`src/rtl/core_sequencer_pkg.sv`:
```
// Shared state encoding, word width and PC step for core_sequencer and its watchdog.
package core_sequencer_pkg;

  localparam int WORD = 32;
  localparam logic [WORD-1:0] PC_STEP = 32'd4;

  typedef logic [2:0] seq_state_t;

  localparam seq_state_t S_IDLE   = 3'd0;
  localparam seq_state_t S_FETCH  = 3'd1;
  localparam seq_state_t S_DECODE = 3'd2;
  localparam seq_state_t S_EXEC   = 3'd3;
  localparam seq_state_t S_MEM    = 3'd4;
  localparam seq_state_t S_WB     = 3'd5;
  localparam seq_state_t S_HALT   = 3'd6;
  localparam seq_state_t S_ERROR  = 3'd7;

endpackage

```
`src/rtl/core_sequencer_watchdog.sv`:
```
// seq_watchdog: counts wait cycles of an outstanding memory request.
// expired is high once TIMEOUT-1 cycles have gone unacknowledged, i.e. during the last allowed wait cycle.
module seq_watchdog #(
  parameter int TIMEOUT = 16
) (
  input  logic clk,
  input  logic rst_n,
  input  logic clr,
  input  logic inc,
  output logic expired
);

  localparam int CW = (TIMEOUT < 2) ? 1 : $clog2(TIMEOUT);

  logic [CW-1:0] cnt_q, cnt_d;

  assign expired = (cnt_q == CW'(TIMEOUT - 1));

  always_comb begin
    cnt_d = cnt_q;
    if (clr) begin
      cnt_d = '0;
    end else if (inc && !expired) begin
      cnt_d = cnt_q + 1'b1;
    end
  end

  always_ff @(posedge clk or negedge rst_n) begin
    if (!rst_n) begin
      cnt_q <= '0;
    end else begin
      cnt_q <= cnt_d;
    end
  end

endmodule

```
`src/rtl/core_sequencer.sv`:
```
// core_sequencer: one-instruction-at-a-time F/D/E/M/WB control FSM for RV32I; FETCH/MEM stall until ack or timeout.
// Outputs decode from registered state only. SEQ_PERF_CNT_EN adds retired_cnt/cycle_cnt.
module core_sequencer
  import core_sequencer_pkg::*;
#(
  parameter logic [WORD-1:0] RESET_PC    = 32'h0000_0000,
  parameter int              MEM_TIMEOUT = 16
) (
  input  logic            clk,
  input  logic            rst_n,
  input  logic            start,
  output logic            imem_req,
  output logic [WORD-1:0] imem_addr,
  input  logic            imem_ack,
  input  logic [WORD-1:0] imem_rdata,
  output logic [WORD-1:0] instr,
  input  logic            dec_regWrite,
  input  logic            dec_memWrite,
  input  logic            dec_isLoad,
  input  logic            dec_finish,
  input  logic            dec_illegal,
  output logic            dmem_req,
  output logic            dmem_we,
  input  logic            dmem_ack,
  output logic            rf_we,
  output logic            halted,
  output logic            error,
  output logic [WORD-1:0] pc
`ifdef SEQ_PERF_CNT_EN
  ,
  output logic [31:0]     retired_cnt,
  output logic [31:0]     cycle_cnt
`endif
);

  seq_state_t      state_q, state_d;
  logic [WORD-1:0] pc_q, pc_d;
  logic [WORD-1:0] instr_q, instr_d;
  logic            dmem_we_q, dmem_we_d;
  logic            wd_clr, wd_inc, wd_expired;

  seq_watchdog #(
    .TIMEOUT (MEM_TIMEOUT)
  ) u_watchdog (
    .clk     (clk),
    .rst_n   (rst_n),
    .clr     (wd_clr),
    .inc     (wd_inc),
    .expired (wd_expired)
  );

  // Every entry into FETCH or MEM is a state change, so clearing on any change restarts the count.
  assign wd_clr = (state_d != state_q);
  assign wd_inc = ((state_q == S_FETCH) && !imem_ack) || ((state_q == S_MEM) && !dmem_ack);

  always_comb begin
    state_d   = state_q;
    pc_d      = pc_q;
    instr_d   = instr_q;
    dmem_we_d = dmem_we_q;
    case (state_q)
      S_IDLE: begin
        if (start) state_d = S_FETCH;
      end
      S_FETCH: begin
        if (imem_ack) begin
          instr_d = imem_rdata;
          state_d = S_DECODE;
        end else if (wd_expired) begin
          state_d = S_ERROR;
        end
      end
      S_DECODE: begin
        if (dec_illegal)     state_d = S_ERROR;
        else if (dec_finish) state_d = S_HALT;
        else                 state_d = S_EXEC;
      end
      S_EXEC: begin
        if (dec_isLoad || dec_memWrite) begin
          dmem_we_d = dec_memWrite;
          state_d   = S_MEM;
        end else if (dec_regWrite) begin
          state_d = S_WB;
        end else begin
          pc_d    = pc_q + PC_STEP;
          state_d = S_FETCH;
        end
      end
      S_MEM: begin
        if (dmem_ack) begin
          dmem_we_d = 1'b0;
          if (dmem_we_q) begin
            pc_d    = pc_q + PC_STEP;
            state_d = S_FETCH;
          end else begin
            state_d = S_WB;
          end
        end else if (wd_expired) begin
          dmem_we_d = 1'b0;
          state_d   = S_ERROR;
        end
      end
      S_WB: begin
        pc_d    = pc_q + PC_STEP;
        state_d = S_FETCH;
      end
      default: state_d = state_q;
    endcase
  end

  always_ff @(posedge clk or negedge rst_n) begin
    if (!rst_n) begin
      state_q   <= S_IDLE;
      pc_q      <= RESET_PC;
      instr_q   <= '0;
      dmem_we_q <= 1'b0;
    end else begin
      state_q   <= state_d;
      pc_q      <= pc_d;
      instr_q   <= instr_d;
      dmem_we_q <= dmem_we_d;
    end
  end

  assign imem_req  = (state_q == S_FETCH);
  assign imem_addr = pc_q;
  assign instr     = instr_q;
  assign dmem_req  = (state_q == S_MEM);
  assign dmem_we   = dmem_we_q;
  assign rf_we     = (state_q == S_WB);
  assign halted    = (state_q == S_HALT);
  assign error     = (state_q == S_ERROR);
  assign pc        = pc_q;

`ifdef SEQ_PERF_CNT_EN
  logic [31:0] retired_cnt_q, retired_cnt_d;
  logic [31:0] cycle_cnt_q, cycle_cnt_d;
  logic        retire, active;

  // An ECALL counts as retired when it reaches HALT; illegal and timed-out instructions never retire.
  assign retire = (state_q == S_WB)
               || ((state_q == S_EXEC) && (state_d == S_FETCH))
               || ((state_q == S_MEM) && dmem_ack && dmem_we_q)
               || ((state_q == S_DECODE) && (state_d == S_HALT));
  assign active = (state_q != S_IDLE) && (state_q != S_HALT) && (state_q != S_ERROR);

  always_comb begin
    retired_cnt_d = retired_cnt_q;
    cycle_cnt_d   = cycle_cnt_q;
    if (retire) retired_cnt_d = retired_cnt_q + 32'd1;
    if (active) cycle_cnt_d   = cycle_cnt_q + 32'd1;
  end

  always_ff @(posedge clk or negedge rst_n) begin
    if (!rst_n) begin
      retired_cnt_q <= '0;
      cycle_cnt_q   <= '0;
    end else begin
      retired_cnt_q <= retired_cnt_d;
      cycle_cnt_q   <= cycle_cnt_d;
    end
  end

  assign retired_cnt = retired_cnt_q;
  assign cycle_cnt   = cycle_cnt_q;
`endif

endmodule

```
`config.mk`:
```
export PLATFORM = sky130hd
export DESIGN_NAME = core_sequencer
export DESIGN_NICKNAME = d
export VERILOG_FILES = /design/src/rtl/core_sequencer_pkg.sv /design/src/rtl/core_sequencer_watchdog.sv /design/src/rtl/core_sequencer.sv
export SDC_FILE = /design/constraint.sdc
export NUM_CORES = 1
export LEC_CHECK = 0
export CORE_MARGIN = 2
export CORE_UTILIZATION = 46
export DETAILED_ROUTE_END_ITERATION = 10
export GPL_TIMING_DRIVEN = 0
export PLACE_DENSITY = 0.85
export SLEW_MARGIN = 20
export SYNTH_ARGS = -nofsm -noshare
export SYNTH_HDL_FRONTEND = slang
export SYNTH_SLANG_ARGS = --single-unit
```
`constraint.sdc`:
```
create_clock -name clk -period 2.5 [get_ports clk]
set_input_delay 0.625 -clock clk [delete_from_list [all_inputs] [get_ports clk]]
set_output_delay 0.625 -clock clk [all_outputs]
set_load 0.01 [all_outputs]
```
== Word level (Yosys, flattened, before mapping) ==
Index checks and enable logic that the tools add are counted.

* Memories kept: 0
* Word-level logic and storage cells: 58
* Bits in latches: 0
* Memory bits (read-only): 0
* Bits in writable memories: 0
* Output and inout port bits: 102
* Bits in registers: 72
* Input port bits: 42

* Reductions and logical operators: 15
* Multiply operators: 0
* Div/mod/pow operators: 0
* $lt $le $gt $ge: 0
* Muxes and demuxes: 21
* Eq/ne operators: 15
* Shifts and indexed selects: 0
* Bitwise operators: 0
* Add/sub/neg operators: 2

{| class="wikitable"
|+ Operator list
! kind !! count
|-
| 2-to-1 mux 32 bit || 4
|-
| one-hot mux 32 bit (3 select lines) || 1
|-
| adder 32 x 3 -> 32 bit (second input constant) || 1
|-
| 2-to-1 mux 3 bit || 9
|-
| one-hot mux 3 bit (6 select lines) || 1
|-
| equality test 3 bit (second input constant) || 4
|-
| 2-to-1 mux 4 bit || 2
|-
| equality test 3 x 2 -> 1 bit (second input constant) || 2
|-
| != test 2 bit (second input constant) || 3
|-
| AND reduction 5 bit || 1
|-
| adder 4 x 1 -> 4 bit (second input constant) || 1
|-
| equality test 4 bit (second input constant) || 1
|-
| != test 2 x 1 -> 1 bit (second input constant) || 2
|-
| nonzero test 2 bit || 2
|-
| equality test 3 x 1 -> 1 bit (second input constant) || 1
|-
| logical AND 1 bit || 3
|-
| logical NOT 1 bit || 3
|-
| logical NOT 3 bit || 1
|-
| 2-to-1 mux 1 bit || 3
|-
| != test 3 x 1 -> 1 bit (second input constant) || 1
|-
| != test 3 bit || 1
|-
| AND reduction 3 bit || 1
|-
| nonzero test 3 bit || 1
|-
| logical OR 1 bit || 2
|-
| other kinds (2) || 2
|}

== Depth between registers and ports, before layout ==
Gate-level depths: netlist of run 1.

* Depth in word-level cells: 6
* Mapped depth: 7
* Depth with buffers taken out: 6

== Cells and area by module ==
Synthesis of run 1 repeated with hierarchy kept, for this count alone.

* Cell total of the unflattened synthesis: 293
* Area, all modules: 3437.0 sq um

{| class="wikitable"
|+ Modules (own cells, without submodules)
! module !! seq. area each (sq um) !! cells an instance !! times used !! area each (sq um)
|-
| core_sequencer || 1651.6 || 273 || 1 || 3208.1
|-
| seq_watchdog || 100.1 || 20 || 1 || 229.0
|}

== Least setup slack after synthesis of run 1 ==
OpenSTA, ideal clock, no wires.

* Kind: input port to flip-flop
* Start: in dec_memWrite
* End: reg pc_q[20], in the netlist imem_addr[20]
* Setup time: 0.127 ns
* Data arrival time: 1.806 ns
* Data required time: 2.373 ns
* Path slack: 0.566 ns
* Cell stages on the path: 6
* Path buffers: 1
* Cells stage by stage: or3_1 > o22ai_2 > and4_1 > buf_2 > nand4_1 > xnor2_1

* Cells in the longest elaborated chain, start to end: 3

{| class="wikitable"
|+ RTL lines
! element !! RTL line !! RTL
|-
| from (decl) || core_sequencer.sv:18 || <nowiki>input logic dec_memWrite,</nowiki>
|-
| logical OR 1 bit || core_sequencer.sv:79 || <nowiki>if (dec_isLoad || dec_memWrite) begin</nowiki>
|-
| != test 2 bit (no line) || n/a ||
|-
| AND reduction 5 bit (no line) || n/a ||
|-
| to (signal assigned) || core_sequencer.sv:119 || <nowiki>pc_q <= pc_d;</nowiki>
|-
| to (decl) || core_sequencer.sv:37 || <nowiki>logic [WORD-1:0] pc_q, pc_d;</nowiki>
|}

No other way between the ends.
A chain may end at the register's enable or synchronous reset.

== Worst setup path in the final report of run 1 ==
* Start: reg state_q[2]
* End: out imem_req

* Cells in the longest elaborated chain, start to end: 1

{| class="wikitable"
|+ RTL lines
! element !! RTL line !! RTL
|-
| from (decl) || core_sequencer.sv:36 || <nowiki>seq_state_t state_q, state_d;</nowiki>
|-
| from (signal assigned) || core_sequencer.sv:118 || <nowiki>state_q <= state_d;</nowiki>
|-
| equality test 3 x 1 -> 1 bit || core_sequencer.sv:125 || <nowiki>assign imem_req = (state_q == S_FETCH);</nowiki>
|-
| to (decl) || core_sequencer.sv:12 || <nowiki>output logic imem_req,</nowiki>
|}

No other way between the ends.

==> results of run 1 <==
## per-layer routing
metal / share of wire / vias to the layer above / routed length (um) / track usage
li1: - / 1295 / - / -
met1: 0.43 / 1339 / 3620 / 0.275
met2: 0.50 / 109 / 4220 / 0.368
met3: 0.052 / 9 / 435 / 0.0476
met4: 0.015 / 0 / 123 / 0.0756
met5: 0 / - / 0 / 0
## worst min-delay path by stage
stage                            to  slack (ps)  startpoint  depth (start not counted)
after floorplan             dmem_we         330       rst_n                          0
after global placement    instr[21]         470   instr[21]                          1
after detailed placement  instr[27]         480   instr[27]                          1
after CTS                 instr[29]         190       rst_n                          1
after global routing      instr[29]         200       rst_n                          1
final                      instr[1]         190       rst_n                          1
## registers in the layout, summed over array words and instances (netlist names)
register          cells
u_watchdog.cnt_q      4
state_q               3
imem_addr            30
instr                32
dmem_we               1
## cell type report
cell class	count	area, sq um
clock inverters	7	88.8
multi-input cells	180	1380
fillers	530	2040
well taps	99	124
inverters	6	22.5
flip-flops and latches	70	1750
plain buffers	42	309
repair buffers	140	1420
clock buffers	9	124
## kinds of logic (layout without fill, tap and decap cells)
family | after synthesis | in the layout
and+or+nand+nor | 90 | 90
DFF | 70 | 70
buffers and inverters | 48 | 204
muxes | 34 | 34
xor gates and xnor gates | 31 | 31
AOI/OAI and AO/OA | 19 | 19
adders and majority gates | 2 | 2
other | 1 | 4
## what timing repair did
action                                  in CTS  in global routing
resized for setup                            3                  4
pin swaps                                    0                  0
endpoints found under the setup margin       2                  2
## metrics by stage
stage / power [uW] / cells / TNS (ps)
floorplan: 2480 / 298 / 0
global placement: 3310 / 536 / -109730
detailed placement: 3390 / 537 / -697
CTS: 4370 / 553 / 0
global route: 4610 / 553 / -10.1
finish: 4360 / 553 / 0
## power by group through the flow
stage / Sequential, uW / Combinational [uW] / Clock [uW]
after floorplan: 1720 / 758 / 0
after global placement: 1600 / 1710 / 0
after detailed placement: 1630 / 1760 / 0
after CTS: 1600 / 1770 / 989
after global routing: 1650 / 1910 / 1040
final: 1610 / 1780 / 967
## cells in the final DEF, fill, tap and decap left out, drive strengths merged, types with 2 or more instances in the layout
cell,n
nor3b,3
bufinv,2
nor4,2
o31ai,2
clkbuf,12
nand2b,2
a32o,2
xnor2,21
or3b,2
or3,2
clkinv,5
and4,3
xor2,10
mux2,33
nand2,18
dfrtp,70
o21ai,4
clkdlybuf4s50,137
ha,2
a21oi,3
or2,2
and2,2
inv,6
buf,41
and3,7
nor3,6
nand3,11
nand4,11
nor2,15
conb,4
==> metrics.csv, run 1 <==
stage,metric,value,unit
synthesis,synth_compound_area_frac,0.0430,
route,drtIter0Drc,82,
synthesis,synthTopCellsByArea,"dfrtp_1, mux2_1, buf_4, xnor2_1, xor2_1",
placement,place_area,4990,sq um
synthesis,synth_seq_cells,70,
placement,io_buffers,139,
synthesis,yosysWarnings,0,
hold_path,min_path_type,input port to asynchronous set/reset pin,
critical_path,crit-reg2reg-launch,state_q[2],
critical_path,crit_arrival,1820,ps
global_route,grt_first_pass_wirelength,14200,um
run,max_cap_viol_count,0,
clock_tree,cts_hold_buf,0,
clock_tree,root_buffer,clkbuf_8,
timing,finalMaxSlewViolations,0,
power_and_ir_drop,p_leak,0.00230,uW
synthesis,synth_cell_type_count,49,
critical_path,critPathRequiredTime,1880,ps
timing,layout_setup_ws,54.9,ps
final_layout,drive_above_1_share,0.165,
critical_path,reg2reg_depth,6,
placement,dp_slack,-112,ps
critical_path,crit_type,flop to output port,
clock_tree,cts_tree,done,
floorplanning,core,7250,sq um
timing,fmax,409,MHz
route,wire_per_inst,15.2,um
global_route,grt.overflow.total,0,
synthesis,synth_edf_count,0,
synthesis,synth_flop_cell,dfrtp_1,
timing,setup_viol_count_final,0,
synthesis,ys_seq_area_frac,0.510,
critical_path,end_kind,output port,
power_and_ir_drop,p_comb_frac,0.409,
critical_path,cp_num_cells,3,
final_layout,area.growth.synth_to_final,51.8,%
power_and_ir_drop,intPower,2990,uW
power_and_ir_drop,ir_drop,338,uV
timing,finClkSkew,8.05,ps
critical_path,cp_slowest_cell,clkdlybuf4s50_1,
power_and_ir_drop,swShare,0.313,
clock_tree,cts.clk_slew.worst_paths,70,ps
final_layout,final_nets,493,
placement,hpwl,6470,um
synthesis,avgSynthCellArea,11.6,sq um
critical_path,reg2reg_slack,490,ps
power_and_ir_drop,seq_power_share,0.369,
clock_tree,cts.sinks,70,
route,drt-pass1-iter-count,4,
global_route,antenna_found_initial,0,
timing,period_needed,2450,ps
timing,hold_viol,0,
global_route,grt_max_degree,49,
route,ant_nets,0,
critical_path,start_kind,flop,
synthesis,synth.top_cell.area_share,0.510,
synthesis,yosys.area_share.simple,0.154,
clock_tree,clk_path_buf_depth,2,
synthesis,async_flop_share,1.00,
clock_tree,cts_buffers,9,
critical_path,rr_endpoint,instr[6],
clock_tree,htree_levels,3,
synthesis,synth_commonest_cells,"dfrtp_1, buf_4, mux2_1",
synthesis,synth_top_family_by_area,simple AND/OR/NAND/NOR gates,
floorplanning,num_rows,31,
route,drc,0,
global_route,grt_usage,0.217,
critical_path,cp_max_fo,10,
power_and_ir_drop,clockPowerShare,0.222,
synthesis,postSynthCellCount,295,
synthesis,synthXorXnorAreaFrac,0.0790,
power_and_ir_drop,power_switching,1360,uW
synthesis,synthAdderAreaFrac,0.00728,
synthesis,synth.most_common_cell,dfrtp_1,
critical_path,critPathBufInv,1,
timing,fin_crit_sh,0.978,
route,viasPerCell,4.98,
global_route,grt_pass1_vias,2788,
synthesis,yosys.area.top_type,dfrtp_1,
route,wirelength,8400,um
floorplanning,die_area,8180,sq um
critical_path,endpoint,imem_req,
critical_path,crit_chain,nand2b_2 -> nor2_2 -> clkdlybuf4s50_1,
run_status,outcome,"complete, no violations",
critical_path,critPathTopFamily,buffers and inverters,
clock_tree,clk_latency,330,ps
power_and_ir_drop,p_per_area,835,nW/um^2
floorplanning,die_h,90.4,um
placement,place_congestion,0.890,
floorplanning,chipWidth,90.4,um
timing,hold_slack,193,ps
synthesis,syn-cell-area,3440,sq um
final_layout,design_area,5220,sq um
final_layout,n_antenna_cell,0,
floorplanning,ioPinCount,144,
route,vias,2752,
synthesis,synth_mux_area_frac,0.111,
floorplanning,initial_core_util,0.474,
critical_path,cp-startpoint,state_q[2],
clock_tree,post-cts-setup-buffers,0,
final_layout,final_util,0.719,
critical_path,critical_path.max_stage_delay,570,ps
No activity file was read; power rests on OpenSTA's default activity.
==> inputs of run 2 (changes only) <==
- CORE_ASPECT_RATIO: unset -> 0.6
==> run 2 against run 1 <==
Non-clock buffer count did not move. Core utilization rose by 0.82 points. Worst setup slack got worse by 11 ps. Global-route usage fell by 0.69 points. Routed wire length fell by 1.9%. Fmax fell by 0.46%. Final area rose by 0.91%. Sequential power barely moved. Critical path type unchanged. Critical endpoint is now dmem_req. Largest cell class unchanged. Highest routed layer unchanged.
==> metrics.csv, run 2 (synthesis results as in run 1) <==
stage,metric,value,unit,change
global_route,grt_first_pass_wirelength,13200,um,-7.3%
power_and_ir_drop,swShare,0.308,,-0.00487
floorplanning,die_area,8200,sq um,+0.27%
run_status,outcome,"complete, no violations",,
critical_path,critPathTopFamily,buffers and inverters,,
timing,finalMaxSlewViolations,0,,unchanged
final_layout,final_nets,493,,unchanged
route,drc,0,,unchanged
critical_path,cp_slowest_cell,clkdlybuf4s50_1,,
critical_path,reg2reg_depth,6,,unchanged
route,viasPerCell,4.88,,-1.9%
global_route,grt_usage,0.210,,-0.00695
critical_path,end_kind,output port,,
floorplanning,num_rows,24,,-23%
critical_path,crit_chain,buf_4 -> nor3b_2 -> clkdlybuf4s50_1,,
timing,finClkSkew,5.65,ps,-2.40 ps
clock_tree,clk_latency,330,ps,about the same
timing,grt_setup_unrepaired,yes,,
critical_path,critPathBufInv,2,,+1
floorplanning,ioPinCount,144,,unchanged
placement,io_buffers,139,,unchanged
run,max_cap_viol_count,0,,unchanged
critical_path,cp-startpoint,state_q[0],,
clock_tree,cts_tree,done,,
final_layout,drive_above_1_share,0.159,,-0.00661
critical_path,crit_type,flop to output port,,
timing,period_needed,2460,ps,+11.4 ps
route,wirelength,8240,um,-1.9%
final_layout,layout_commonest_cell,clkdlybuf4s50_1,,
clock_tree,root_buffer,clkbuf_16,,
floorplanning,chipWidth,116,um,+28%
global_route,antenna_found_initial,0,,unchanged
global_route,grt_pass1_vias,2698,,-3.2%
timing,fmax,407,MHz,-0.46%
final_layout,final_util,0.727,,+0.00819
floorplanning,core,7240,sq um,-0.22%
final_layout,design_area,5260,sq um,+0.91%
critical_path,critical_path.max_stage_delay,610,ps,+40 ps
timing,setup_viol_count_final,0,,unchanged
critical_path,cp_max_fo,10,,unchanged
route,wire_per_inst,14.8,um,-2.8%
final_layout,area.growth.synth_to_final,53.2,%,
clock_tree,cts_buffers,9,,unchanged
floorplanning,initial_core_util,0.475,,+0.00106
route,vias,2724,,-1.0%
final_layout,n_antenna_cell,0,,unchanged
clock_tree,cts.clk_slew.worst_paths,60,ps,about the same
power_and_ir_drop,seq_power_share,0.358,,-0.011
timing,hold_viol,0,,unchanged
route,ant_nets,0,,unchanged
placement,hpwl,6280,um,-2.9%
placement,place_area,4990,sq um,about the same
power_and_ir_drop,ir_drop,435,uV,+29%
critical_path,start_kind,flop,,
global_route,grt.overflow.total,0,,unchanged
timing,finalSetupTns,0,ps,unchanged
critical_path,cp_num_cells,3,,unchanged
power_and_ir_drop,p_per_area,857,nW/um^2,+2.6%
final_layout,layout_common_cells,"clkdlybuf4s50_1, dfrtp_1, buf_4",,
power_and_ir_drop,p_comb_frac,0.389,,-0.020
floorplanning,die_h,70.9,um,-22%
power_and_ir_drop,power_switching,1390,uW,+1.9%
route,drtIter0Drc,150,,+83%
clock_tree,clk_path_buf_depth,2,,unchanged
critical_path,crit-reg2reg-launch,state_q[2],,
final_layout,largest_reg_flops,32,,unchanged
critical_path,crit_arrival,1830,ps,about the same
power_and_ir_drop,clockPowerShare,0.253,,+0.031
placement,place_congestion,0.882,,-0.93%
timing,fin_crit_sh,0.983,,+0.00456
power_and_ir_drop,p_leak,0.00233,uW,+1.1%
clock_tree,htree_levels,3,,unchanged
critical_path,critPathRequiredTime,1880,ps,about the same
route,drt-pass1-iter-count,4,,unchanged
hold_path,min_path_type,input port to asynchronous set/reset pin,,
power_and_ir_drop,intPower,3120,uW,+4.3%
global_route,grt_max_degree,45,,-8.2%
clock_tree,cts.sinks,70,,unchanged
[run 2: stage by stage]
| step | hold WS (ps) | setup slack, ps | power, uW | instances |
|---|---|---|---|---|
| after floorplan | 329 | 566 | 2480 | 298 |
| after global placement | 466 | -1530 | 3320 | 541 |
| after detailed placement | 474 | -112 | 3390 | 542 |
| after CTS | 206 | 1.70 | 4560 | 558 |
| after global routing | 227 | -50.8 | 4760 | 558 |
| final | 202 | 43.5 | 4510 | 558 |
[run 2: power groups by stage]
| stage | combinational (uW) | sequential (uW) | clock, uW |
|---|---|---|---|
| after floorplan | 758 | 1720 | 0 |
| after global placement | 1710 | 1610 | 0 |
| after detailed placement | 1760 | 1630 | 0 |
| after CTS | 1780 | 1610 | 1170 |
| after global routing | 1900 | 1650 | 1210 |
| final | 1760 | 1620 | 1140 |
[run 2: layer usage]
layer	track usage	vias up	share of wire
li1	-	1298	-
met1	0.287	1300	0.47
met2	0.311	115	0.44
met3	0.0805	11	0.084
met4	0.0669	0	0.012
met5	0	-	0
[run 2: cell type report]
class,count,area [sq um]
Buffer,42,307
Clock buffer,12,246
Clock inverter,4,22.5
Fill cell,497,1970
Inverter,6,22.5
Multi-Input combinational cell,180,1370
Sequential cell,70,1750
Tap cell,104,130
Timing Repair Buffer,140,1410
[run 2: path summary, 6_finish.rpt]
path	slack, ps	end
hold reg to reg	480	instr[14]
setup / recovery	40	dmem_req
min in group clk	480	instr[14]
hold / removal	200	imem_addr[3]
setup reg to reg	530	instr[1]
max in group asynchronous	1760	instr[21]
[run 2: what timing repair did]
action	CTS	global route
setup buffers	0	0
resized for setup	2	3
hold buffers	0	0
endpoints found under the setup margin	2	4
[run 2: worst register-to-register path: cells and delay by family (launching register included)]
kind                   cells  cell delay (ps)
flip-flops                 1              460
buffers and inverters      2              460
multiplexers               1              360
AND/OR/NAND/NOR            3              560
==> inputs of run 3 (changes only) <==
- CORE_UTILIZATION: 46 -> 43
- PLACE_DENSITY: 0.85 -> 0.81
- clock period: 2.5 -> 2.8 ns (I/O delays scaled with it)
==> run 3 against run 2 <==
Final cell count is 0.72% higher. Core utilization is 5.0 points lower. Total power down 8.7%. Clock skew shrank 2.1 ps. Via count down 1.1%. Die area up 6.7%. Register-to-register slack better by 240 ps. Flip-flop and latch count is the same. Worst setup slack gained 190 ps. Clock power barely moved. First-iteration DRC count decreased by 38%. Combinational power down 11%.
==> metrics.csv, run 3 (synthesis results as in run 1) <==
stage,metric,value,unit,change
final_layout,layout_commonest_cell,clkdlybuf4s50_1,,
timing,setup_viol_count_final,0,,unchanged
run_status,outcome,"complete, no violations",,
power_and_ir_drop,p_comb_frac,0.378,,-0.011
route,viasPerCell,4.79,,-1.8%
power_and_ir_drop,swShare,0.296,,-0.0116
global_route,grt_first_pass_wirelength,12700,um,-3.6%
critical_path,reg2reg_depth,6,,unchanged
floorplanning,ioPinCount,144,,unchanged
final_layout,n_antenna_cell,0,,unchanged
route,ant_nets,0,,unchanged
route,wirelength,8140,um,-1.2%
power_and_ir_drop,seq_power_share,0.349,,-0.009
final_layout,fillers,581,,+17%
critical_path,start_kind,flop,,
timing,hold_viol,0,,unchanged
timing,finClkSkew,3.52,ps,-2.13 ps
placement,dpl.cell_count,546,,+0.74%
clock_tree,htree_levels,3,,unchanged
clock_tree,cts_tree,done,,
power_and_ir_drop,p_per_area,778,nW/um^2,-9.3%
route,wire_per_inst,14.5,um,-1.9%
final_layout,largest_reg_flops,32,,unchanged
placement,place_congestion,0.926,,+5.0%
power_and_ir_drop,clockPowerShare,0.273,,+0.020
global_route,grt_usage,0.189,,-0.0211
clock_tree,clk_latency,320,ps,about the same
final_layout,final_util,0.677,,-0.0504
route,drc,0,,unchanged
run,max_cap_viol_count,0,,unchanged
timing,layout_setup_ws,230,ps,+187 ps
final_layout,drive_above_1_share,0.159,,unchanged
timing,grt_setup_unrepaired,no,,
clock_tree,cts.sinks,70,,unchanged
global_route,grt_pass1_vias,2520,,-6.6%
clock_tree,cts_buffers,9,,unchanged
floorplanning,chipWidth,119,um,+3.3%
global_route,antenna_found_initial,0,,unchanged
final_layout,design_area,5290,sq um,+0.57%
critical_path,crit_type,flop to output port,,
placement,hpwl,6030,um,-4.0%
route,vias,2694,,-1.1%
final_layout,final_nets,493,,unchanged
clock_tree,cts.clk_slew.worst_paths,50,ps,about the same
placement,place_area,4990,sq um,+0.10%
floorplanning,initial_core_util,0.439,,-0.0354
placement,dp_slack,139,ps,+251 ps
hold_path,min_path_type,input port to asynchronous set/reset pin,,
timing,finalMaxSlewViolations,0,,unchanged
placement,io_buffers,139,,unchanged
power_and_ir_drop,ir_drop,313,uV,-28%
global_route,grt.overflow.total,0,,unchanged
power_and_ir_drop,power_switching,1220,uW,-12%
critical_path,critPathRequiredTime,2100,ps,+220 ps
global_route,grt_max_degree,41,,-8.9%
final_layout,area.growth.synth_to_final,54.1,%,
clock_tree,cts_hold_buf,0,,unchanged
timing,period_needed,2570,ps,
critical_path,end_kind,output port,,
power_and_ir_drop,intPower,2900,uW,-7.2%
floorplanning,die_h,73.2,um,+3.2%
floorplanning,num_rows,25,,+4.2%
route,drtIter0Drc,93,,-38%
power_and_ir_drop,p_leak,0.00233,uW,+0.20%
floorplanning,core,7820,sq um,+8.1%
timing,fin_crit_sh,0.918,,
critical_path,crit_arrival,1870,ps,+40 ps
timing,fmax,389,MHz,
final_layout,instances_no_fill,562,,+0.72%
final_layout,layout_common_cells,"clkdlybuf4s50_1, dfrtp_1, buf_4",,
route,drt-pass1-iter-count,5,,+1
clock_tree,clk_path_buf_depth,2,,unchanged
critical_path,cp_max_fo,9,,-1
clock_tree,root_buffer,clkbuf_16,,
floorplanning,die_area,8740,sq um,+6.7%
-- run 3: changes by cell type in the layout (fill, tap and decap cells not counted), sizes merged --
| cell | before | now |
|---|---|---|
| buf | 43 | 42 |
| bufinv | 0 | 1 |
| clkbuf | 13 | 14 |
| clkdlybuf4s50 | 137 | 138 |
| clkinvlp | 1 | 0 |
| dlymetal6s2s | 1 | 0 |
-- run 3: layer usage --
layer / GRT usage / up-vias / part of all wire
li1: - / 1301 / -
met1: 0.257 / 1264 / 0.46
met2: 0.293 / 127 / 0.46
met3: 0.0656 / 2 / 0.076
met4: 0.0484 / 0 / 0.0023
met5: 0 / - / 0
-- run 3: worst paths after layout --
kind | startpoint | end | slack, ps
setup / recovery | state_q[1] | dmem_req | 230
hold / removal | rst_n | instr[19] | 310
setup reg to reg | state_q[2] | instr[24] | 770
hold reg to reg | instr[27] | instr[27] | 480
max in group asynchronous | rst_n | imem_addr[30] | 1950
min in group clk | instr[27] | instr[27] | 480
-- run 3: worst max-delay path, stage by stage (launching register included) --
cell             delay [ps]
dfrtp_1                 350
buf_2                   170
nor3b_2                 400
clkdlybuf4s50_1         620
-- run 3: per-stage QoR --
stage,setup TNS (ps),hold WS (ps),power (uW)
2_1_floorplan,0,404,2210
3_3_place_gp,-90350,466,2960
3_5_place_dp,0,474,3020
4_1_cts,0,310,4170
5_1_grt,0,335,4360
6_report,0,308,4120
-- run 3: final cells by class --
class                   instances  area, sq um  share of cell area
repair buffers                140         1410               0.266
clock buffers                  12          256              0.0485
plain buffers                  42          304              0.0574
multi-input cells             180         1370               0.259
clock inverters                 4         45.0             0.00851
flip-flops and latches         70         1750               0.331
inverters                       6         22.5             0.00425
well taps                     108          135              0.0255
-- run 3: power by group through the flow --
stage	Clock, uW	Sequential, uW	Combinational, uW
after floorplan	0	1540	677
after global placement	0	1440	1520
after detailed placement	0	1450	1570
after CTS	1150	1440	1570
after global routing	1200	1470	1680
final	1130	1440	1560
-- run 3: what timing repair did --
item,CTS,global route
setup buffers,0,0
setup endpoints to repair,0,2
gates resized for setup,0,2
